### src/rtl/iq_freq_discriminator.sv
`default_nettype none
// ============================================================================
//  Module   : iq_freq_discriminator
//  Purpose  : Pairs skewed I/Q strobes and emits the cross-product frequency
//             discriminant I[n-1]*Q[n] - Q[n-1]*I[n] with optional decimation.
//  Revision : 1.0 - initial release
// ============================================================================
module iq_freq_discriminator #(
  parameter int DECIM = 1
) (
  input  logic              clk,
  input  logic              reset,
  input  logic signed [4:0] i_in,
  input  logic              i_valid,
  input  logic signed [4:0] q_in,
  input  logic              q_valid,
  output logic signed [9:0] disc_out,
  output logic              chip_out,
  output logic              out_valid,
  output logic              sync_err
);

  localparam logic [2:0] C_DEC_LAST = 3'(DECIM - 1);

  // Pairing state
  logic signed [4:0] i_pend_q, i_pend_d;
  logic signed [4:0] q_pend_q, q_pend_d;
  logic              i_flag_q, i_flag_d;
  logic              q_flag_q, q_flag_d;
  logic              sync_err_q, sync_err_d;

  // Stage 1 state
  logic signed [4:0] ip_q, ip_d;
  logic signed [4:0] qp_q, qp_d;
  logic              prev_ok_q, prev_ok_d;
  logic [2:0]        dec_cnt_q, dec_cnt_d;
  logic signed [9:0] p1_q, p1_d;
  logic signed [9:0] p2_q, p2_d;
  logic              s1_vld_q, s1_vld_d;

  // Stage 2 / output state
  logic signed [9:0] disc_q, disc_d;
  logic              chip_q, chip_d;
  logic              out_vld_q, out_vld_d;

  // Combinational helpers
  logic              w_pair;
  logic              w_computed;
  logic signed [4:0] w_i_cur;
  logic signed [4:0] w_q_cur;
  logic signed [9:0] w_i_ext, w_q_ext, w_ip_ext, w_qp_ext;
  logic signed [9:0] w_diff;

  // A strobe landing in the pairing cycle takes precedence over the held value.
  assign w_pair     = (i_valid | i_flag_q) & (q_valid | q_flag_q);
  assign w_computed = w_pair & prev_ok_q;
  assign w_i_cur    = i_valid ? i_in : i_pend_q;
  assign w_q_cur    = q_valid ? q_in : q_pend_q;

  assign w_i_ext  = {{5{w_i_cur[4]}}, w_i_cur};
  assign w_q_ext  = {{5{w_q_cur[4]}}, w_q_cur};
  assign w_ip_ext = {{5{ip_q[4]}}, ip_q};
  assign w_qp_ext = {{5{qp_q[4]}}, qp_q};

  // The true difference spans -496..496, so 10-bit modular subtraction is exact.
  assign w_diff = p1_q - p2_q;

  always_comb begin
    i_pend_d   = i_pend_q;
    q_pend_d   = q_pend_q;
    i_flag_d   = i_flag_q;
    q_flag_d   = q_flag_q;
    sync_err_d = sync_err_q | (i_valid & i_flag_q) | (q_valid & q_flag_q);

    if (i_valid) begin
      i_pend_d = i_in;
      i_flag_d = 1'b1;
    end
    if (q_valid) begin
      q_pend_d = q_in;
      q_flag_d = 1'b1;
    end
    if (w_pair) begin
      i_flag_d = 1'b0;
      q_flag_d = 1'b0;
    end
  end

  always_comb begin
    ip_d      = ip_q;
    qp_d      = qp_q;
    prev_ok_d = prev_ok_q;
    dec_cnt_d = dec_cnt_q;
    p1_d      = p1_q;
    p2_d      = p2_q;
    s1_vld_d  = 1'b0;

    if (w_pair) begin
      ip_d      = w_i_cur;
      qp_d      = w_q_cur;
      prev_ok_d = 1'b1;
      p1_d      = w_ip_ext * w_q_ext;
      p2_d      = w_qp_ext * w_i_ext;
    end
    // Skipped pairs still advance (Ip, Qp) above; only the strobe is gated.
    if (w_computed) begin
      s1_vld_d  = (dec_cnt_q == 3'd0);
      dec_cnt_d = (dec_cnt_q == C_DEC_LAST) ? 3'd0 : dec_cnt_q + 3'd1;
    end
  end

  always_comb begin
    disc_d    = disc_q;
    chip_d    = chip_q;
    out_vld_d = s1_vld_q;

    if (s1_vld_q) begin
      disc_d = w_diff;
      if (w_diff > 10'sd0) begin
        chip_d = 1'b1;
      end else if (w_diff < 10'sd0) begin
        chip_d = 1'b0;
      end
    end
  end

  always_ff @(posedge clk) begin
    if (reset) begin
      i_pend_q   <= '0;
      q_pend_q   <= '0;
      i_flag_q   <= 1'b0;
      q_flag_q   <= 1'b0;
      sync_err_q <= 1'b0;
      ip_q       <= '0;
      qp_q       <= '0;
      prev_ok_q  <= 1'b0;
      dec_cnt_q  <= 3'd0;
      p1_q       <= '0;
      p2_q       <= '0;
      s1_vld_q   <= 1'b0;
      disc_q     <= '0;
      chip_q     <= 1'b0;
      out_vld_q  <= 1'b0;
    end else begin
      i_pend_q   <= i_pend_d;
      q_pend_q   <= q_pend_d;
      i_flag_q   <= i_flag_d;
      q_flag_q   <= q_flag_d;
      sync_err_q <= sync_err_d;
      ip_q       <= ip_d;
      qp_q       <= qp_d;
      prev_ok_q  <= prev_ok_d;
      dec_cnt_q  <= dec_cnt_d;
      p1_q       <= p1_d;
      p2_q       <= p2_d;
      s1_vld_q   <= s1_vld_d;
      disc_q     <= disc_d;
      chip_q     <= chip_d;
      out_vld_q  <= out_vld_d;
    end
  end

  assign disc_out  = disc_q;
  assign chip_out  = chip_q;
  assign out_valid = out_vld_q;
  assign sync_err  = sync_err_q;

endmodule
`default_nettype wire

### config.mk
export PLATFORM = sky130hd
export DESIGN_NAME = iq_freq_discriminator
export DESIGN_NICKNAME = d
export VERILOG_FILES = /design/src/rtl/iq_freq_discriminator.sv
export SDC_FILE = /design/constraint.sdc
export NUM_CORES = 1
export LEC_CHECK = 0
export ABC_AREA = 0
export BUFFER_PORTS_ARGS = -buffer_cell sky130_fd_sc_hd__buf_2
export CORE_MARGIN = 3
export CORE_UTILIZATION = 62
export CTS_CLUSTER_DIAMETER = 120
export DETAILED_ROUTE_END_ITERATION = 7
export PLACE_DENSITY = 0.81
export RECOVER_POWER = 25
export SYNTH_ARGS = -nofsm -noshare
export SYNTH_HDL_FRONTEND = slang
export SYNTH_SLANG_ARGS = --single-unit
### constraint.sdc
create_clock -name clk -period 5.6 [get_ports clk]
set_input_delay 1.12 -clock clk [delete_from_list [all_inputs] [get_ports clk]]
set_output_delay 1.12 -clock clk [all_outputs]
set_load 0.03 [all_outputs]
==> run_results.csv <==
group,metric,value,unit
place,placed_area,0.00470,mm²
synth,synth_top_area_share,27.1,%
finish,finalNetCount,627,
clock_tree,cts_resized,0,
timing,period_needed,4.84,ns
finish,syn2layout_area_growth,10.5,%
setup_path,arrival,4.92,ns
timing,setup_viol,0,
synth,synth-main-ff-cell,"dfxtp_1",
power_and_ir_drop,irDropWorstVdd,179,µV
synth,syn_avg_cell_area,8.73,µm²
clock_tree,ctsHtreeMaxLevel,3,
timing,worst_pin_slew,2.75,ns
global_routing,grt_overflow,0,
clock_tree,cts_tree,"yes",
setup_path,cp-end-kind,"flip-flop",
floorplan,fp.dieArea,0.00820,mm²
global_routing,antenna_found_initial,0,
clock_tree,postCtsSetupRepairBufs,0,
detailed_routing,routed_via_density,5.34,
place,place.gp.congestion,0.818,
synth,synth-edff-count,0,
setup_path,worst_path_max_delay_cell,"mux2i_1",
global_routing,grt_max_degree,66,
power_and_ir_drop,leakagePower,0.00217,µW
job,drv_cap,1,
synth,yosysTopAreaCell,"dfxtp_1",
synth,ys_types,43,
setup_path,cp-start-kind,"primary input",
detailed_routing,wl_per_cell,13.1,µm
detailed_routing,first_iter_violations,114,
synth,synthArstFlopShare,0,%
synth,yosys_warnings,0,
place,portBuffers,26,
detailed_routing,ant_nets,0,
detailed_routing,drt_first_pass_iters,6,
synth,synth-seq-area-share,27.1,%
global_routing,grt_usage,21.7,%
global_routing,grt_pass1_wl,14800,µm
timing,period_share,86.4,%
setup_path,max_stage_delay,0.54,ns
finish,final_cells,638,
synth,ys_ff_latch,60,
clock_tree,insertion_delay,0.33,ns
finish,fin_area,0.00490,mm²
timing,rsz0062_at_grt,"false",
status,violations,"capacitance limit, slew limit",
setup_path,crit_chain,"buf_2 > mux2i_1 > nand2b_1 > fa_1 > fa_1 > fa_1 > inv_1 > fa_1 > a211oi_1 > nor2_1 > o21a_1 > nor2_1 > xnor2_1 > a211oi_1",
floorplan,initial_utilization,64.6,%
timing,fin_skew,0.00670,ns
hold_path,min_from,"p2_q[6]",
clock_tree,cts_buffer_depth,2,
setup_path,timing.critical_path.mode_cell,"fa_1",
setup_path,critPathTopFamily,"adder cells",
timing,drv_slew,66,
timing,tns,0,ns
place,dpl.cell_count,622,
setup_path,path_buf_inv,2,
floorplan,ios,27,
global_routing,grt_pass1_vias,3342,
floorplan,core_area,0.00687,mm²
place,dp.final_hpwl,6480,µm
clock_tree,cts_buffers,9,
detailed_routing,drt_wl_total,8350,µm
hold_path,hold_class,"reg2reg",
clock_tree,holdBufCountCts,0,
power_and_ir_drop,power_density,278,mW/mm²
finish,nFillCells,543,
synth,synth.area.top_cells,"dfxtp_1 (27%), fa_1 (16%), ha_1 (12%), inv_1 (5.8%), nor2b_1 (5.4%)",
clock_tree,cts_root_buf,"clkbuf_8",
clock_tree,clkTransAtPathRegs,0.06,ns
timing,slew_headroom,-83.1,%
floorplan,die_h,90.6,µm
detailed_routing,drc,0,
synth,synth_commonest_cells,"inv_1 (68), nor2_1 (63), dfxtp_1 (60)",
synth,synth.most_common_cell,"inv_1",
setup_path,reg2reg_from,"q_pend_q[1]",
status,status,"finished with violations",
setup_path,crit_fanout,8,
timing,hold_violations,0,
setup_path,worst-setup-path-type,"in2reg",
synth,synthCells,508,
clock_tree,cts_sinks,60,
synth,syn_area,0.00444,mm²
synth,syn-num-nets,598,
finish,diodes,0,
finish,layout-drive-gt1-share,10.3,%
floorplan,die_w,90.6,µm
setup_path,cp-startpoint,"q_valid",
setup_path,cp_data_required_time,5.68,ns
floorplan,num_rows,30,
detailed_routing,via_count,3410,
timing,fin_hold_ws,0.461,ns
timing,fmax,207,MHz
==> final timing paths <==
path / slack, ns / to / cells after the start
worst min register to register: 0.46 / p2_q[6] / 2
worst max-delay path: 0.76 / p1_q[9] / 14
worst max register to register: 1.56 / p1_q[9] / 14
worst min-delay path: 0.46 / p2_q[6] / 2
==> registers in the layout, indices dropped and copies added, names as in the netlist, 3 cells and up <==
register   count
dec_cnt_q      3
disc_out      10
i_pend_q       5
ip_q           5
p1_q          10
p2_q          10
q_pend_q       5
qp_q           5
==> stage by stage <==
stage               utilization [%]  worst slack [ns]  total power [µW]
floorplan                         -             0.763               871
global placement               68.4             0.653               954
detailed placement             68.4             0.506               971
CTS                            71.4             0.839              1370
global route                   71.3             0.511              1460
finish                         71.3             0.763              1360
==> report_power, final <==
part           internal (µW)  switching (µW)  total (µW)  leakage [µW]
Sequential               460            27.1         487      0.000491
Clock                    230             165         396     0.0000959
Combinational            209             270         479       0.00159
==> metal layers <==
layer  share of wire [%]  global-route usage, %  wire length, µm  vias up
met5                   0                      0                0        -
met4                 2.5                   8.93              208        0
met3                 3.4                   3.50              280       15
met2                  49                   35.8             4060       77
met1                  46                   28.5             3800     1600
li1                    -                      -                -     1718
==> cell type report <==
type	count	area (µm²)	share of cell area, %
well taps	96	120	2.45
clock buffers	13	159	3.24
clock inverters	3	45.0	0.919
inverters	68	255	5.21
repair buffers	36	201	4.11
flip-flops and latches	60	1200	24.5
multi-input cells	362	2920	59.6
==> worst register-to-register path, cell delays in order, from the launching register on <==
cell and delay (ns):
dfxtp_1 0.31, mux2i_1 0.43, nor2b_1 0.14, fa_1 0.51, inv_1 0.05, fa_1 0.46, fa_1 0.54, inv_1 0.07
fa_1 0.48, a211oi_1 0.24, nor2_1 0.09, o21a_1 0.17, nor2_1 0.11, xnor2_1 0.12, a211oi_1 0.08
==> logic make-up after synthesis <==
group	Yosys count	synth area share (%)
adder cells (fa/ha/maj)	76	27.4
AO/OA/AOI/OAI	75	10.7
XOR/XNOR	22	4.34
buffers and inverters	86	7.33
flip-flops	60	27.1
multiplexers	19	4.29
AND/OR/NAND/NOR	170	18.9
==> cells in the final DEF (no fill, tap or decap), types with 4 or more instances in the layout <==
cell	netlist	final
a211oi_1	17	17
a21oi_1	27	27
a31oi_1	4	4
buf_2	2	26
buf_4	0	9
clkbuf_8	0	11
dfxtp_1	60	60
fa_1	35	35
ha_1	41	41
inv_1	68	68
mux2i_1	19	19
nand2_1	27	27
nand2b_1	10	10
nand3_1	6	6
nor2_1	63	62
nor2b_1	38	38
nor3_1	9	9
nor4b_1	4	4
o21ai_0	9	9
xnor2_1	19	19
(Power assumes the default switching activity.)
